==> src/rtl/csel_pkg.sv <==
// Shared helpers for the pipelined carry-select adder: geometry functions and
// the per-stage control record carried alongside the datapath registers.
package csel_pkg;

  // Number of BLOCK-bit carry-select blocks across a w-bit operand.
  function automatic int nblk(input int w, input int b);
    return (b > 0) ? (w / b) : 0;
  endfunction

  // Blocks resolved by each pipeline stage.
  function automatic int bps(input int w, input int b, input int s);
    return (b > 0 && s > 0) ? ((w / b) / s) : 1;
  endfunction

  // Control state registered by every stage. c_msb is the carry into the
  // top bit of the stage's highest block; only the last stage's copy feeds
  // the signed-overflow output.
  typedef struct packed {
    logic valid;
    logic carry;
    logic c_msb;
  } stage_ctl_t;

endpackage

==> src/rtl/pipelined_csel_adder_block.sv <==
// One BLOCK-bit carry-select block: two precomputed sums (carry-in 0 and 1)
// followed by a mux on the real carry-in.
module csel_block #(
  parameter int BLOCK = 8
) (
  input  logic [BLOCK-1:0] a,
  input  logic [BLOCK-1:0] b,
  input  logic             cin,
  output logic [BLOCK-1:0] sum,
  output logic             cout,
  output logic             c_msb
);

  logic [BLOCK:0] r0;
  logic [BLOCK:0] r1;
  logic [BLOCK-1:0] sel_sum;

  // Speculative sums for both possible carry-ins.
  always_comb begin
    r0 = {1'b0, a} + {1'b0, b};
    r1 = {1'b0, a} + {1'b0, b} + {{BLOCK{1'b0}}, 1'b1};
  end

  // Select on the incoming carry; the carry into the MSB falls out of the
  // MSB sum bit and the two MSB operand bits.
  always_comb begin
    sel_sum = cin ? r1[BLOCK-1:0] : r0[BLOCK-1:0];
    sum     = sel_sum;
    cout    = cin ? r1[BLOCK] : r0[BLOCK];
    c_msb   = sel_sum[BLOCK-1] ^ a[BLOCK-1] ^ b[BLOCK-1];
  end

endmodule

==> src/rtl/pipelined_csel_adder.sv <==
// Pipelined carry-select adder/subtractor with a valid/ready stream interface.
// Stage s resolves its group of blocks combinationally from the previous
// stage's registers (stage 0 from the input ports) and registers the result,
// so a beat accepted at edge N is on the outputs after edge N+STAGES-1.
//
// Handshake: a beat transfers on a rising edge when valid and ready are both
// high. stall = out_valid & ~out_ready; in_ready = ~stall (combinational from
// out_ready). On stall every stage register holds; otherwise every stage,
// bubbles included, advances by one.
module pipelined_csel_adder
  import csel_pkg::*;
#(
  parameter int WIDTH  = 64,
  parameter int BLOCK  = 8,
  parameter int STAGES = 4
) (
  input  logic             clk,
  input  logic             rst,
  input  logic             in_valid,
  output logic             in_ready,
  input  logic [WIDTH-1:0] a,
  input  logic [WIDTH-1:0] b,
  input  logic             cin,
  input  logic             sub,
  output logic             out_valid,
  input  logic             out_ready,
  output logic [WIDTH-1:0] sum,
  output logic             cout,
  output logic             ovf
);

  localparam int NBLK = nblk(WIDTH, BLOCK);
  localparam int BPS  = bps(WIDTH, BLOCK, STAGES);
  localparam int SB   = BPS * BLOCK;  // operand bits resolved per stage

  if (STAGES < 1) begin : g_err_stages
    $error("pipelined_csel_adder: STAGES must be at least 1");
  end
  if (BLOCK < 1 || (WIDTH % BLOCK) != 0) begin : g_err_block
    $error("pipelined_csel_adder: WIDTH must be a multiple of BLOCK");
  end
  if (STAGES >= 1 && (NBLK % STAGES) != 0) begin : g_err_nblk
    $error("pipelined_csel_adder: WIDTH/BLOCK must be a multiple of STAGES");
  end

  logic stall;

  for (genvar s = 0; s < STAGES; s++) begin : g_stage
    localparam int LO  = s * SB;        // first operand bit resolved here
    localparam int HI  = LO + SB;       // sum bits known after this stage
    localparam int REM = WIDTH - HI;    // operand bits still pending after

    // Operand bits not yet resolved on entry: [SB-1:0] are this stage's.
    logic [WIDTH-LO-1:0] opa;
    logic [WIDTH-LO-1:0] opb;
    logic                c_in;
    logic                v_in;

    logic [BPS:0]        cch;
    logic [SB-1:0]       blk_sum;
    logic [BPS-1:0]      blk_msb;

    stage_ctl_t          ctl_d, ctl_q;
    logic [HI-1:0]       sum_d, sum_q;

    if (s == 0) begin : g_src
      // b inversion and the forced carry-in for subtraction happen here,
      // before any block sees the operands.
      assign opa  = a;
      assign opb  = sub ? ~b : b;
      assign c_in = sub | cin;
      assign v_in = in_valid;

      // First stage starts the resolved-sum field.
      always_comb sum_d = blk_sum;
    end else begin : g_src
      assign opa  = g_stage[s-1].g_pend.a_q;
      assign opb  = g_stage[s-1].g_pend.b_q;
      assign c_in = g_stage[s-1].ctl_q.carry;
      assign v_in = g_stage[s-1].ctl_q.valid;

      // Append this stage's blocks above the already-resolved sum bits.
      always_comb sum_d = {blk_sum, g_stage[s-1].sum_q};
    end

    assign cch[0] = c_in;

    for (genvar j = 0; j < BPS; j++) begin : g_blk
      csel_block #(
        .BLOCK(BLOCK)
      ) u_blk (
        .a     (opa[j*BLOCK +: BLOCK]),
        .b     (opb[j*BLOCK +: BLOCK]),
        .cin   (cch[j]),
        .sum   (blk_sum[j*BLOCK +: BLOCK]),
        .cout  (cch[j+1]),
        .c_msb (blk_msb[j])
      );
    end

    // Control for the next register: valid follows the beat, carry and
    // MSB carry come from this stage's top block.
    always_comb begin
      ctl_d       = '0;
      ctl_d.valid = v_in;
      ctl_d.carry = cch[BPS];
      ctl_d.c_msb = blk_msb[BPS-1];
    end

    // Stage register: cleared by reset, frozen while the output stalls.
    always_ff @(posedge clk or posedge rst) begin
      if (rst) begin
        ctl_q <= '0;
        sum_q <= '0;
      end else if (!stall) begin
        ctl_q <= ctl_d;
        sum_q <= sum_d;
      end
    end

    if (REM > 0) begin : g_pend
      logic [REM-1:0] a_d, a_q;
      logic [REM-1:0] b_d, b_q;

      // Forward the operand bits later stages still have to resolve.
      always_comb begin
        a_d = opa[WIDTH-LO-1:SB];
        b_d = opb[WIDTH-LO-1:SB];
      end

      // Pending-operand register, same hold rule as the rest of the stage.
      always_ff @(posedge clk or posedge rst) begin
        if (rst) begin
          a_q <= '0;
          b_q <= '0;
        end else if (!stall) begin
          a_q <= a_d;
          b_q <= b_d;
        end
      end
    end
  end

  assign out_valid = g_stage[STAGES-1].ctl_q.valid;
  assign sum       = g_stage[STAGES-1].sum_q;
  assign cout      = g_stage[STAGES-1].ctl_q.carry;
  assign ovf       = g_stage[STAGES-1].ctl_q.carry ^ g_stage[STAGES-1].ctl_q.c_msb;

  assign stall     = out_valid & ~out_ready;
  assign in_ready  = ~stall;

endmodule

==> config.mk <==
export PLATFORM = sky130hd
export DESIGN_NAME = pipelined_csel_adder
export DESIGN_NICKNAME = d
export VERILOG_FILES = /design/src/rtl/csel_pkg.sv /design/src/rtl/pipelined_csel_adder_block.sv /design/src/rtl/pipelined_csel_adder.sv
export SDC_FILE = /design/constraint.sdc
export NUM_CORES = 1
export LEC_CHECK = 0
export BUFFER_PORTS_ARGS = -buffer_cell sky130_fd_sc_hd__buf_4
export CORE_MARGIN = 2
export CORE_UTILIZATION = 50
export CTS_CLUSTER_SIZE = 30
export DETAILED_ROUTE_END_ITERATION = 16
export GPL_ROUTABILITY_DRIVEN = 0
export PLACE_DENSITY = 0.72
export REMOVE_ABC_BUFFERS = 1
export SYNTH_ARGS = -nofsm -noshare
export SYNTH_HDL_FRONTEND = slang
export SYNTH_SLANG_ARGS = --single-unit
export TNS_END_PERCENT = 10
==> constraint.sdc <==
create_clock -name clk -period 13.2 [get_ports clk]
set_clock_uncertainty 0.1 [all_clocks]
set_input_delay 1.32 -clock clk [delete_from_list [all_inputs] [get_ports clk]]
set_output_delay 1.32 -clock clk [all_outputs]
set_load 0.02 [all_outputs]
# ---- Yosys cells after proc, flatten, opt, wreduce, memory -nomap -nowiden
# Cells that the tools add are included.
dict set report word_totals {
  regBits 361
  inputBits 134
  out_inout_bits 68
  wordCells 60
}
dict set report op_classes {
  n_addsub 16
  muxes 17
  bitwise 8
}
# operator n
set ops {}
lappend ops {{8-bit by 8-bit adder with 9-bit output} 8}
lappend ops {{9-bit by 1-bit adder with 9-bit output (second input constant)} 8}
lappend ops {{64-bit 2-to-1 mux} 1}
lappend ops {{8-bit 2-to-1 mux} 8}
lappend ops {{64-bit inverter} 1}
lappend ops {{1-bit 2-to-1 mux} 8}
lappend ops {{1-bit XOR} 3}
lappend ops {{1-bit inverter} 2}
lappend ops {{1-bit AND} 1}
lappend ops {{1-bit OR} 1}

# ---- Logic depth before layout (Yosys ltp)
# Gate-level depths: netlist (run 1).
dict set report logic_depth {
  word_depth 6
  depth_mapped 16
  ltp_nobuf 13
}

# ---- By module
# A second synthesis (run 1) with hierarchy kept.
dict set report hier_totals {
  hier_cells 1332
  hier_area_um2 18490.2
}
# module instances cells_per_inst area_each_um2 seq_area_each_um2
set modules_own_cells {}
lappend modules_own_cells {pipelined_csel_adder 1 838 14421.3 9033.7}
lappend modules_own_cells {{csel_block at g_stage[0].g_blk[0].u_blk ...} 7 62 506.7 0.0}
lappend modules_own_cells {{csel_block at g_stage[3].g_blk[1].u_blk} 1 60 521.8 0.0}

# ---- Least setup slack after synthesis (run 1)
# OpenSTA, ideal clock, no wires.
dict set report synth_timing {
  kind {input-to-reg}
  from {input port sub}
  to {register g_stage[0].sum_q[15]}
  setup_time_ns 0.082
  arrival_time_ns 4.786
  required_time_ns 13.018
  path_slack_ns 8.232
  path_stages 16
  n_path_buf 3
  cell_sequence {clkbuf_1 > buf_1 > buf_1 > xor2_1 > ha_1 > inv_1 > fa_1 > nor2b_1 > o21a_1 > nor2_1 > xnor2_1 > nand4_1 > o311ai_4 > nand3_1 > or3_1 > a31oi_1}
}
dict set report synth_between {
  elab_chain_cells 5
  word_cells_on_any_way 8
  classes_between {add/sub: 4; mux: 3; bitwise: 1}
}
# element line
set synth_rtl {}
lappend synth_rtl {{start, declared} pipelined_csel_adder.sv:24} ;# input logic sub,
lappend synth_rtl {{64-bit 2-to-1 mux} pipelined_csel_adder.sv:70} ;# assign opb = sub ? ~b : b;
lappend synth_rtl {{8-bit by 8-bit adder with 9-bit output} {pipelined_csel_adder_block.sv:20, pipelined_csel_adder_block.sv:21}}
lappend synth_rtl {{9-bit by 1-bit adder with 9-bit output} pipelined_csel_adder_block.sv:21} ;# r1 = {1'b0, a} + {1'b0, b} + {{BLOCK{1'b0}}, 1'b1};
lappend synth_rtl {{1-bit 2-to-1 mux} pipelined_csel_adder_block.sv:29} ;# cout = cin ? r1[BLOCK] : r0[BLOCK];
lappend synth_rtl {{8-bit 2-to-1 mux (*)} pipelined_csel_adder_block.sv:27} ;# sel_sum = cin ? r1[BLOCK-1:0] : r0[BLOCK-1:0];
lappend synth_rtl {{end signal, assigned} pipelined_csel_adder.sv:117} ;# sum_q <= sum_d;
lappend synth_rtl {{end, declared} pipelined_csel_adder.sv:64} ;# logic [HI-1:0] sum_d, sum_q;
# Every way passes the cells marked *; elsewhere a longest branch is shown, timed or not.
# A chain may end at the register's enable or synchronous reset.

# ---- Final worst setup path (run 1)
dict set report layout_timing {
  from {input port out_ready}
  to {output port in_ready}
}
dict set report layout_between {
  elab_chain_cells 3
}
# element line
set layout_rtl {}
lappend layout_rtl {{start, declared} pipelined_csel_adder.sv:26} ;# input logic out_ready,
lappend layout_rtl {{1-bit inverter} pipelined_csel_adder.sv:149} ;# assign stall = out_valid & ~out_ready;
lappend layout_rtl {{1-bit AND} pipelined_csel_adder.sv:149}
lappend layout_rtl {{1-bit inverter} pipelined_csel_adder.sv:150} ;# assign in_ready = ~stall;
lappend layout_rtl {{end, declared} pipelined_csel_adder.sv:20} ;# output logic in_ready,
# Every way passes these cells.

==> results.txt, run 1 <==
* Global-route wire length before repair: 57.8 mm
- Overall power after layout: 0.00526 W
* Number of max-capacitance violations reported: 0
- Warning count from the yosys run: 0
* Reg-to-reg setup timing slack: 9.72 ns
* Outcome: finished clean
* Diodes inserted: 0
* Dominant cell by count in the synthesized netlist: sky130_fd_sc_hd__nand2_1
- Synthesized netlist cell count: 1960
* Synthesized flop and latch total: 361
* Non-filler cells, final: 2606
- Number of nets with antenna violations after detailed routing: 0
- Most used standard cells in the synthesized netlist: 851 x sky130_fd_sc_hd__nand2_1, 361 x sky130_fd_sc_hd__dfrtp_1, 114 x sky130_fd_sc_hd__xnor2_1
- Placement row count: 68
- Post-synthesis async set-or-reset flop share: 1.00
* Clock transition at the registers of the reported paths: 0.05 ns
* Fraction of synthesized cell area taken by the top area cell type: 0.518
- Final routed wirelength across all metal layers: 33.8 mm
* Worst path depth: 5
- STA classifies the critical path startpoint as an input pin.
* Mean instance size in the synthesized netlist: 8.90 sq um
- Highest-delay cell along the critical path: sky130_fd_sc_hd__buf_12
- The worst setup path is captured at an output port.
* Clock network fraction of design power: 0.212
* Post-CTS setup buffer count: 0
* Number of buffers and inverters on the critical path: 4
- DR pass1 iterations: 5
- Starting Density: 0.506
- CTS H-tree depth: 2
- P per Cell Area: 255 mW/mm^2
- # IOs: 202
- Setup violations remaining at the end of the flow were counted as 0.
- The netlist uses 55 different library cells.
- The tree built by TritonCTS fans out to 361 sinks.
- Entering global routing, the biggest net connects 230 pins.
- Across the VDD grid, the largest voltage drop is 252 uV.
- Setup repair after global routing left no endpoint under its margin.
- Dominant combinational cell family by area after synthesis: simple AND/OR/NAND/NOR gates
* Reg power frac: 0.360
- Total of hold buffers inserted after clock tree synthesis: 0
* DRC: 0
- After synthesis, the share of cell area in mux cells is 0.00488.
- Maximum fanout along the worst path: 229
* Portion of the post-synthesis area used by sequential elements: 0.518
- Overall track demand over capacity in global routing: 0.190
- Number of instances in the placed design: 2536
* Clock buffer count from CTS: 39
- Via count of the first global-routing pass: 12878
* Number of fillers in the final layout: 3086
* CTS root buffer: sky130_fd_sc_hd__clkbuf_16
* Count of flip-flops with a built-in enable after synthesis: 0
* Clock Latency Late Sink: 0.52 ns
- Area of the mapped netlist: 0.0174 sq mm
* Average wire per cell in the routed design: 13.0 microns
- The die is 191 microns wide.
* Layout Area Growth over Synthesis: 18.3%
- After clock tree synthesis, the repair step resized 0 gates.
- CTS tree: built
- In this run the static leakage power is 10.3 nW.
- In the final design database the tool counted 2336 nets.
- In this run, the number of DRC markers left after iteration 0 of detailed routing was 657.
- The worst register-to-register path has a depth of 11.
- The final route contains 12889 vias.
* Cell with the most instances on the worst path: sky130_fd_sc_hd__buf_4
- Of the total synthesized cell area, the portion taken by full adders, half adders and majority gates is 0.0609.
- Transition time of the tightest slew-check pin: 1.02 ns
* CP Class: in2out
- Yosys attributes the largest share of cell area to sky130_fd_sc_hd__dfrtp_1 52%, sky130_fd_sc_hd__nand2_1 18%, sky130_fd_sc_hd__xnor2_1 5.7%.
- Once detailed placement completed, the half-perimeter wirelength came to 22.4 mm.
- Cell internal power was estimated by the tool at 0.00325 W.
- The initial antenna violation count came to 0.
* WP data arrival: 3.08 ns
* Worst relative slew slack: 0.318
- Count of endpoints failing hold in the final timing report: 0
- In the final layout, the share of cells above drive strength 1 is 0.133.
* Area share of and/or/nand/nor cells after synthesis: 0.229
* Longest Clk Path Bufs: 3
- In this design, the largest share of critical-path delay is due to buffers and inverters.
- The share of total power dissipated in combinational logic is 0.428.
* Hold-critical path depth: 2
- The die is 191 microns tall.
* Switch share: 0.382
* Final critical path time including I/O delays and setup: 4.50 ns
* Core outline area: 0.0345 sq mm
- Max Clk Rate: 222 MHz
- Type of the worst min-delay path: reg2reg
* CP Data Required Time: 11.78 ns
- Of the available clock period, the critical path in the final layout requires 0.341.
* Buffers on Ports: 201
- Xor and xnor area share after synthesis: 0.0843
* Most used DFF post-synth: sky130_fd_sc_hd__dfrtp_1
- The die covers 0.0364 sq mm.
* Complex-gate fraction of the synthesized area: 0.0781
- Global-route congestion overflow total: 0
- Max-slew violation count: 0
- Net Sw Power: 0.00201 W
* Crit-path cells: buf_4 -> nor2b_4 -> buf_12 -> inv_8 -> buf_4
- After detailed routing, the number of vias per cell comes to 4.95.
- In this design, the stage delay of the slowest critical-path cell is 0.60 ns.
- Of all cell types, the one taking the most synthesized area is sky130_fd_sc_hd__dfrtp_1.
state kept, by name, summed over array words and instances (netlist names):
name,count
g_stage.v_in,3
out_valid,1
g_stage.c_in,3
cout,1
g_stage.ctl_q,1
g_stage.g_pend.b_q,96
sum,64
g_stage.sum_q,96
g_stage.g_pend.a_q,96
worst min-delay path, cell delays in order (launching register included):
cell	delay (ns)
sky130_fd_sc_hd__dfrtp_1	0.34
sky130_fd_sc_hd__nand2_1	0.05
sky130_fd_sc_hd__nand2_1	0.05
layout make-up:
class,instances,area [sq um],share of cell area
clock buffers,58,1150,0.0556
clock inverters,12,194,0.00940
inverters,27,116,0.00564
multi-input cells,1483,7970,0.387
flip-flops and latches,361,9030,0.438
well taps,455,569,0.0276
repair buffers,210,1590,0.0770
layer usage:
layer  track usage  up-vias  wire [microns]
li1              -     6618               -
met1         0.244     6007           15500
met2         0.340      211           16300
met3        0.0296       53            1350
met4        0.0435        0             633
met5             0        -               0
worst paths after layout:
| kind | startpoint | endpoint |
|---|---|---|
| max | out_ready | in_ready |
| min reg2reg | sum[42] | sum[42] |
| max reg2reg | g_stage[2].g_pend.a_q[0] | sum[61] |
| max in group asynchronous | rst | g_stage[0].g_pend.b_q[10] |
| min in group asynchronous | rst | g_stage[1].sum_q[8] |
| min | sum[42] | sum[42] |
power groups by stage:
stage               Combinational [W]  Clock [W]  Sequential, W
floorplan                     0.00175          0        0.00197
detailed placement            0.00227          0        0.00191
finish                        0.00225    0.00111        0.00189
global placement              0.00220          0        0.00190
CTS                           0.00228    0.00114        0.00190
global route                  0.00257    0.00119        0.00196
placed cells by master (no fill, tap or decap), drive strengths merged, types with 3 or more instances in the layout:
cell,count
nand2,851
dfrtp,361
buf,210
xnor2,115
o21ai,112
ha,72
nor2,60
clkbuf,58
xor2,52
a21oi,52
inv,27
nand3,20
a21o,17
nor3,17
o21bai,12
and3,9
o21a,9
fa,8
clkinv,8
mux2i,7
nand4,7
nor2b,7
nand2b,6
o31ai,6
a211oi,6
and2,5
bufinv,4
and4,3
nor4,3
per-stage QoR:
stage	TNS, ns	area [sq um]	utilization	hold slack (ns)	setup WS, ns
floorplan	-4084.22	17100	-	0.330	-15.38
CTS	0	20600	0.599	0.362	8.70
detailed placement	0	19300	0.560	0.355	8.51
global route	0	20600	0.599	0.383	8.57
finish	0	20600	0.599	0.363	8.70
global placement	0	19300	0.560	0.348	8.63
cell families after synthesis:
group,count (synthesis)
simple gates,1002
flops,361
compound gates,226
xor+xnor,167
buf+inv,116
fa+ha+maj,80
mux,8
No activity file was read; power rests on OpenSTA's default activity.
==> inputs of run 2 (changes only) <==
--- a/config.mk
+++ b/config.mk
@@ -11,7 +11,7 @@
 export CTS_CLUSTER_SIZE = 30
 export DETAILED_ROUTE_END_ITERATION = 16
 export GPL_ROUTABILITY_DRIVEN = 0
-export PLACE_DENSITY = 0.72
+export PLACE_DENSITY = 0.75
 export REMOVE_ABC_BUFFERS = 1
 export SYNTH_ARGS = -nofsm -noshare
 export SYNTH_HDL_FRONTEND = slang
==> constraint.sdc (replaced) <==
create_clock -name clk -period 4.1 [get_ports clk]
set_clock_uncertainty 0.1 [all_clocks]
set_input_delay 0.41 -clock clk [delete_from_list [all_inputs] [get_ports clk]]
set_output_delay 0.41 -clock clk [all_outputs]
set_load 0.02 [all_outputs]
==> results.txt, run 2 (synthesized netlist as in run 1, its figures left out) <==
- The worst IR drop on VDD is 515 uV (was 252 uV).
- The vias per cell came to 5.02 (was 4.95).
- The critical setup path kind was reg2reg (was in2out).
- Floorplan die area: 0.0364 sq mm (unchanged)
- The count of routing violations after the opening detailed-route iteration came to 660 (was 657).
* Detailed placer's ending HPWL: 23.0 mm (was 22.4 mm)
* Layout Area Growth over Synthesis: 21.7% (was 18.3%)
* # IOs: 202 (unchanged)
- The insertion delay of the later-clocked pin in the worst-skew pair came to 0.53 ns (was 0.52 ns).
* Via count of the first global-routing pass: 13210 (was 12878)
- The largest stage delay on the critical path came to 0.45 ns (was 0.60 ns).
* Placement row count: 68 (unchanged)
- The path class of the lowest-slack min-delay path is in2async (was reg2reg).
* Starting Density: 0.506 (unchanged)
* Core outline area: 0.0345 sq mm (unchanged)
* Floorplan die height: 191 microns (unchanged)
* Share of layout cells above drive strength 1: 0.131 (was 0.133)
- Cell with the most instances on the worst path: sky130_fd_sc_hd__o21ai_1 (was sky130_fd_sc_hd__buf_4)
- For this run, the top clock speed supported by timing is 285 MHz.
- Worst relative slew slack: 0.252 (was 0.318)
- The slew at the pin closest to its max-slew limit is 1.12 ns (was 1.02 ns).
- P per Cell Area: 812 mW/mm^2 (was 255 mW/mm^2)
- The max-capacitance violation count is 0 (unchanged).
* Maximum fanout along the worst path: 9 (was 229)
* Post-Route Hold Slack: -0.0307 ns (was 0.363 ns)
* Overall via count from detail_route: 13308 (was 12889)
* Diodes inserted: 0 (unchanged)
* Setup repair after global routing missed its margin: false (unchanged)
- Nets: 2383 (was 2336)
- Standby leakage power: 10.6 nW (was 10.3 nW)
- Crit-path cells: ha_1 -> fa_1 -> a211oi_2 -> o21ai_1 -> a221oi_2 -> nand3_1 -> mux2_4 -> a211oi_4 -> nor3_2 -> xnor2_1 -> o21ai_1 (was buf_4 -> nor2b_4 -> buf_12 -> inv_8 -> buf_4)
- The TritonCTS clock tree was built (unchanged).
* Final routed wirelength across all metal layers: 35.0 mm (was 33.8 mm)
- The most common cell after layout, fill and taps aside was sky130_fd_sc_hd__nand2_1 (unchanged).
- The largest net degree at the start of global routing came to 258 (was 230).
- Number of buffers and inverters on the critical path: 0 (was 4)
* GR met2 Demand/Resource: 0.341 (was 0.340)
- The clock slew at the register clock pins of the worst setup and hold paths came to 0.06 ns (was 0.05 ns).
- Outcome: complete, but fails checks (was finished clean).
* Met1 demand-to-capacity share in global routing: 0.264 (was 0.244)
- Top flop regs: g_stage.g_pend.a_q (96), g_stage.g_pend.b_q (96), g_stage.sum_q (96) (unchanged)
* Longest Clk Path Bufs: 3 (unchanged)
- The checks that failed: negative hold slack.
* WP data arrival: 3.78 ns (was 3.08 ns)
* DRC: 0 (unchanged)
* Number of nets with antenna violations after detailed routing: 0 (unchanged)
- The number of hold-slack violations in the final timing report is 34 (was 0).
- Setup violators final: 0 (unchanged)
- The maximum level of the CTS H-tree came to 2 (unchanged).
* Count of clock tree sinks: 361 (unchanged)
- CTS root buffer: sky130_fd_sc_hd__clkbuf_16 (unchanged)
* Met3 Usage GRT: 0.0296 (unchanged)
* Global-route wire length before repair: 60.5 mm (was 57.8 mm)
- Number of instances in the placed design: 2538 (was 2536)
- Dividing the final minimum period by the clock period gives 0.856.
- The routing layer with the top usage in global route is met2 (unchanged).
- Antenna violations before repair: 0 (unchanged)
* Critical Path End Type: flip-flop (was output port)
- Crit start category: flip-flop (was input pin)
* Clock buffer count from CTS: 40 (was 39)
* Global-route congestion overflow total: 0 (unchanged)
- Die outline width: 191 microns (unchanged)
- The max-slew violation total from the final report is 0 (unchanged).
* Top Family by Delay on Critical Path: compound AO/OA/AOI/OAI gates (was buffers and inverters)
- Overall power after layout: 0.0172 W (was 0.00526 W)
- CP Data Required Time: 4.37 ns (was 11.78 ns)
- Overall track demand over capacity in global routing: 0.198 (was 0.190)
- The routed design could run at a clock period as short as 3.51 ns.
* Highest-delay cell along the critical path: sky130_fd_sc_hd__fa_1 (was sky130_fd_sc_hd__buf_12)
* Non-filler cells, final: 2653 (was 2606)
- DR pass1 iterations: 5 (unchanged)
* PostCTS Resize Cnt: 0 (unchanged)
- Buffers on Ports: 201 (unchanged)
- Top library cells by usage in the layout, fill and taps aside: 851 x sky130_fd_sc_hd__nand2_1, 361 x sky130_fd_sc_hd__dfrtp_1, 205 x sky130_fd_sc_hd__buf_4, 114 x sky130_fd_sc_hd__xnor2_1, 106 x sky130_fd_sc_hd__o21ai_0 (was 851 x sky130_fd_sc_hd__nand2_1, 361 x sky130_fd_sc_hd__dfrtp_1, 209 x sky130_fd_sc_hd__buf_4, 114 x sky130_fd_sc_hd__xnor2_1, 106 x sky130_fd_sc_hd__o21ai_0)
- The post-detailed-route wirelength per cell is 13.2 microns (was 13.0 microns).
[run 2: cell types whose count changed in the layout (fill, tap and decap cells not counted), sizes merged]
cell and change:
clkbuf +4, dlygate4sd3 +44, inv +1, buf +2, bufinv +1, clkinv -5
[run 2: stage by stage]
stage | area, sq um | hold slack, ns | util | setup slack (ns) | TNS (ns)
2_1_floorplan | 17100 | 0.330 | - | -22.66 | -9368.85
3_3_place_gp | 19400 | 0.345 | 0.562 | 0.651 | 0
3_5_place_dp | 19400 | 0.348 | 0.562 | 0.473 | 0
4_1_cts | 21200 | 0.000974 | 0.616 | 0.612 | 0
5_1_grt | 21200 | 0.0259 | 0.616 | 0.396 | 0
6_report | 21200 | -0.0307 | 0.616 | 0.592 | 0
[run 2: layer usage]
metal,up-vias,wire length [microns]
li1,6720,-
met1,6293,15900
met2,239,16900
met3,56,1510
met4,0,673
met5,-,0
[run 2: worst paths after layout]
| kind | start | to | slack [ns] | cells after the start |
|---|---|---|---|---|
| worst max-delay path | g_stage[2].g_pend.a_q[0] | g_stage[3].ctl_q[0] | 0.59 | 11 |
| worst min-delay path | rst | sum[10] | -0.03 | 2 |
| worst max register to register | g_stage[2].g_pend.a_q[0] | g_stage[3].ctl_q[0] | 0.59 | 11 |
| worst min register to register | g_stage[3].v_in | out_valid | 0.36 | 1 |
| min in group clk | a[45] | g_stage[0].g_pend.a_q[29] | 0.02 | 3 |
| max in group asynchronous | rst | g_stage[1].sum_q[27] | 2.90 | 4 |
[run 2: cell type report]
cell class / count / area, sq um
Sequential cell: 361 / 9030
Tap cell: 455 / 569
Multi-Input combinational cell: 1483 / 7970
Clock buffer: 62 / 1230
Fill cell: 2897 / 13200
Timing Repair Buffer: 256 / 2120
Clock inverter: 9 / 185
Inverter: 27 / 116
[run 2: timing repair]
item / in CTS / in global routing
hold endpoints to repair: 43 / 1
endpoints found under the setup margin: 0 / 0
setup buffers: 0 / 0
hold buffers: 43 / 1
[run 2: report_power, final]
group	internal, W	switching [W]	total (W)
clock	0.00237	0.00140	0.00377
combinational	0.00314	0.00421	0.00734
sequential	0.00517	0.000942	0.00611
==> inputs of run 3 (changes only) <==
--- a/config.mk
+++ b/config.mk
@@ -6,6 +6,7 @@
 export NUM_CORES = 1
 export LEC_CHECK = 0
 export BUFFER_PORTS_ARGS = -buffer_cell sky130_fd_sc_hd__buf_4
+export CORE_ASPECT_RATIO = 1.25
 export CORE_MARGIN = 2
 export CORE_UTILIZATION = 50
 export CTS_CLUSTER_SIZE = 30
==> results.txt, run 3 (synthesized netlist as in run 1, its figures left out) <==
- The maximum clock frequency was 289 MHz (was 285 MHz).
- The setup TNS after final layout is 0 ns (unchanged).
- The total congestion overflow after global routing was 0 (unchanged).
* WP data arrival: 3.74 ns (was 3.78 ns)
- Number of nets with antenna violations after detailed routing: 0 (unchanged)
- DR pass1 iterations: 5 (unchanged)
* Starting Density: 0.507 (was 0.506)
* Source of the critical timing path: g_stage[2].g_pend.a_q[0] (unchanged)
- The endpoint required time on the critical path was 4.38 ns (was 4.37 ns).
* Post-Route M1 WL: 15.3 mm (was 15.9 mm)
- The wire length on met3 was 1.27 mm (was 1.51 mm).
- Terminus of the critical flop-to-flop path: sum[61] (was g_stage[3].ctl_q[0])
- The final period utilization was 0.843 (was 0.856).
* Outcome: finished clean (was complete, but fails checks)
* Overall track demand over capacity in global routing: 0.196 (was 0.198)
- The internal power consumption is 0.0102 W (was 0.0107 W).
* Critical Path End Type: flip-flop (unchanged)
- The die outline width is 171 microns (was 191 microns).
* Post-CTS setup buffer count: 0 (unchanged)
- The vias per cell came to 4.95 (was 5.02).
- The antenna diode instance count is 0 (unchanged).
* Pre-CTS worst setup slack: 0.429 ns (was 0.473 ns)
* Setup violators final: 0 (unchanged)
- The critical setup path kind is reg2reg (unchanged).
* Worst setup slack after layout: 0.643 ns (was 0.592 ns)
- Standby leakage power: 10.5 nW (was 10.6 nW)
* Number of buffers and inverters on the critical path: 0 (unchanged)
- Global-route wire length before repair: 59.4 mm (was 60.5 mm)
- The max-slew violation total from the final report was 0 (unchanged).
- The proportion of power drawn by the clock network was 0.195 (was 0.219).
- Clock Latency Late Sink: 0.53 ns (about the same)
- Maximum number of pins on one net before global-route repair: 227 (was 258)
- The switching power is 0.00649 W (was 0.00655 W).
- The switching fraction of total power came to 0.389 (was 0.380).
- Share of layout cells above drive strength 1: 0.130 (was 0.131)
* Via count of the first global-routing pass: 13130 (was 13210)
- The length in cells of the worst reg-to-reg path came to 11 (unchanged).
- Nets: 2382 (was 2383)
- Maximum fanout along the worst path: 9 (unchanged)
- Detailed placer's ending HPWL: 22.6 mm (was 23.0 mm)
- The sum of met2 wire segment lengths after detailed routing came to 17.4 mm (was 16.9 mm).
- Reg power frac: 0.365 (was 0.355)
* Gate power share: 0.440 (was 0.426)
- Number of fillers in the final layout: 2949 (was 2897)
- Reg-to-reg setup timing slack: 0.64 ns (was 0.59 ns)
- Core outline area: 0.0344 sq mm (was 0.0345 sq mm)
- The number of remaining DRC errors is 0 (unchanged).
* Clock transition at the registers of the reported paths: 0.06 ns (about the same)
- The critical-path cell with the highest stage delay is sky130_fd_sc_hd__fa_1 (unchanged).
- The most common cell after layout, fill and taps aside was sky130_fd_sc_hd__nand2_1 (unchanged).
- The maximum level of the CTS H-tree came to 2 (unchanged).
* Placement row count: 76 (was 68)
- Top library cells by usage in the layout, fill and taps aside: 851 x sky130_fd_sc_hd__nand2_1, 361 x sky130_fd_sc_hd__dfrtp_1, 206 x sky130_fd_sc_hd__buf_4, 114 x sky130_fd_sc_hd__xnor2_1, 106 x sky130_fd_sc_hd__o21ai_0 (was 851 x sky130_fd_sc_hd__nand2_1, 361 x sky130_fd_sc_hd__dfrtp_1, 205 x sky130_fd_sc_hd__buf_4, 114 x sky130_fd_sc_hd__xnor2_1, 106 x sky130_fd_sc_hd__o21ai_0).
- Layout Area Growth over Synthesis: 20.5% (was 21.7%)
- The number of port buffers is 201 (unchanged).
- Final critical path time including I/O delays and setup: 3.46 ns (was 3.51 ns)
- The TritonCTS clock tree is built (unchanged).
- The slew at the pin closest to its max-slew limit came to 0.920 ns (was 1.12 ns).
- Setup crit end: sum[61] (was g_stage[3].ctl_q[0])
* Crit start category: flip-flop (unchanged)
- The cell depth of the worst setup path was 11 (unchanged).
- Clock buffer count from CTS: 37 (was 40)
- Top flop regs: g_stage.g_pend.a_q (96), g_stage.g_pend.b_q (96), g_stage.sum_q (96) (unchanged)
* Floorplan die height: 213 microns (was 191 microns)
* Type of the worst min-delay path: in2reg (was in2async)
- Count of clock tree sinks: 361 (unchanged)
- Crit-path cells: ha_1 -> fa_1 -> a211oi_2 -> o21ai_1 -> a221oi_2 -> nand3_1 -> mux2_4 -> a211oi_4 -> nor2_1 -> xnor2_1 -> a21oi_1 (was ha_1 -> fa_1 -> a211oi_2 -> o21ai_1 -> a221oi_2 -> nand3_1 -> mux2_4 -> a211oi_4 -> nor3_2 -> xnor2_1 -> o21ai_1)
* Worst reg2reg path startpoint: g_stage[2].g_pend.a_q[0] (unchanged)
* Number of max-capacitance violations reported: 0 (unchanged)
* Antenna violations before repair: 0 (unchanged)
* Highest ir drop seen on vdd: 397 uV (was 515 uV)
- The normalized max-slew margin is 0.387 (was 0.252).
* # IOs: 202 (unchanged)
- Overall via count from detail_route: 13167 (was 13308)
- Top Family by Delay on Critical Path: compound AO/OA/AOI/OAI gates (unchanged)
- Average wire per cell in the routed design: 13.1 microns (was 13.2 microns)
- The CTS root buffer was sky130_fd_sc_hd__clkbuf_16 (unchanged).
- Setup repair after global routing missed its margin: false (unchanged)
* Count of endpoints failing hold in the final timing report: 0 (was 34)
- The power density relative to cell area came to 794 mW/mm^2 (was 812 mW/mm^2).
- The full die area came to 0.0364 sq mm (about the same).
- The count of routing violations after the opening detailed-route iteration was 852 (was 660).
- Delay of the slowest cell on the worst path: 0.44 ns (was 0.45 ns)
- Longest Clk Path Bufs: 3 (unchanged)
- The final wirelength is 34.8 mm (was 35.0 mm).
- The highest routed metal layer was met4 (unchanged).
-- run 3: cell count changes in the layout (fill, tap and decap cells not counted), sizes merged --
cell         previous run  this run
bufinv                  5         0
inv                    28        29
dlygate4sd3            44        46
clkinv                  3         7
clkbuf                 62        52
clkinvlp                0         2
-- run 3: timing repair --
action,CTS,global route
hold endpoints to repair,47,0
hold buffers,46,0
resized for setup,0,0
-- run 3: per-layer routing --
metal	up-vias	track usage
li1	6694	-
met1	6200	0.251
met2	216	0.342
met3	57	0.0289
met4	0	0.0599
met5	-	0
-- run 3: how the worst min path moves through the flow --
stage / startpoint / endpoint / slack [ns] / cells past startpoint
2_1_floorplan: g_stage[3].v_in / g_stage[3].v_in / 0.33 / 2
3_5_place_dp: g_stage[3].v_in / g_stage[3].v_in / 0.35 / 2
5_1_grt: a[58] / g_stage[0].g_pend.a_q[42] / 0.001 / 3
4_1_cts: a[58] / g_stage[0].g_pend.a_q[42] / 0.005 / 3
3_3_place_gp: g_stage[3].v_in / g_stage[3].v_in / 0.34 / 2
6_report: a[58] / g_stage[0].g_pend.a_q[42] / 0.03 / 3
-- run 3: worst min-delay path: cells and delay by family --
kind / cells / cell delay, ns
AND/OR/NAND/NOR: 2 / 0.10
buffers and inverters: 1 / 0.09
-- run 3: final cells by class --
type | instances | area [sq um] | area share
flip-flops and latches | 361 | 9030 | 0.430
multi-input cells | 1483 | 7970 | 0.379
repair buffers | 258 | 2130 | 0.101
clock buffers | 52 | 1100 | 0.0526
well taps | 468 | 586 | 0.0279
inverters | 27 | 116 | 0.00554
clock inverters | 11 | 71.3 | 0.00339
-- run 3: metrics by stage --
step	cell area, sq um	instances	util	hold slack (ns)	power [W]
4_1_cts	21000	2660	0.610	0.00482	0.0169
2_1_floorplan	17100	1871	-	0.330	0.0105
6_report	21000	2660	0.610	0.0256	0.0167
3_3_place_gp	19400	2551	0.563	0.344	0.0131
5_1_grt	21000	2660	0.610	0.00122	0.0181
3_5_place_dp	19400	2551	0.563	0.351	0.0135
-- run 3: power groups by stage --
stage	logic (W)	clock network (W)	registers [W]
2_1_floorplan	0.00449	0	0.00605
3_3_place_gp	0.00705	0	0.00609
3_5_place_dp	0.00734	0	0.00615
4_1_cts	0.00741	0.00333	0.00611
5_1_grt	0.00835	0.00347	0.00629
6_report	0.00733	0.00325	0.00609
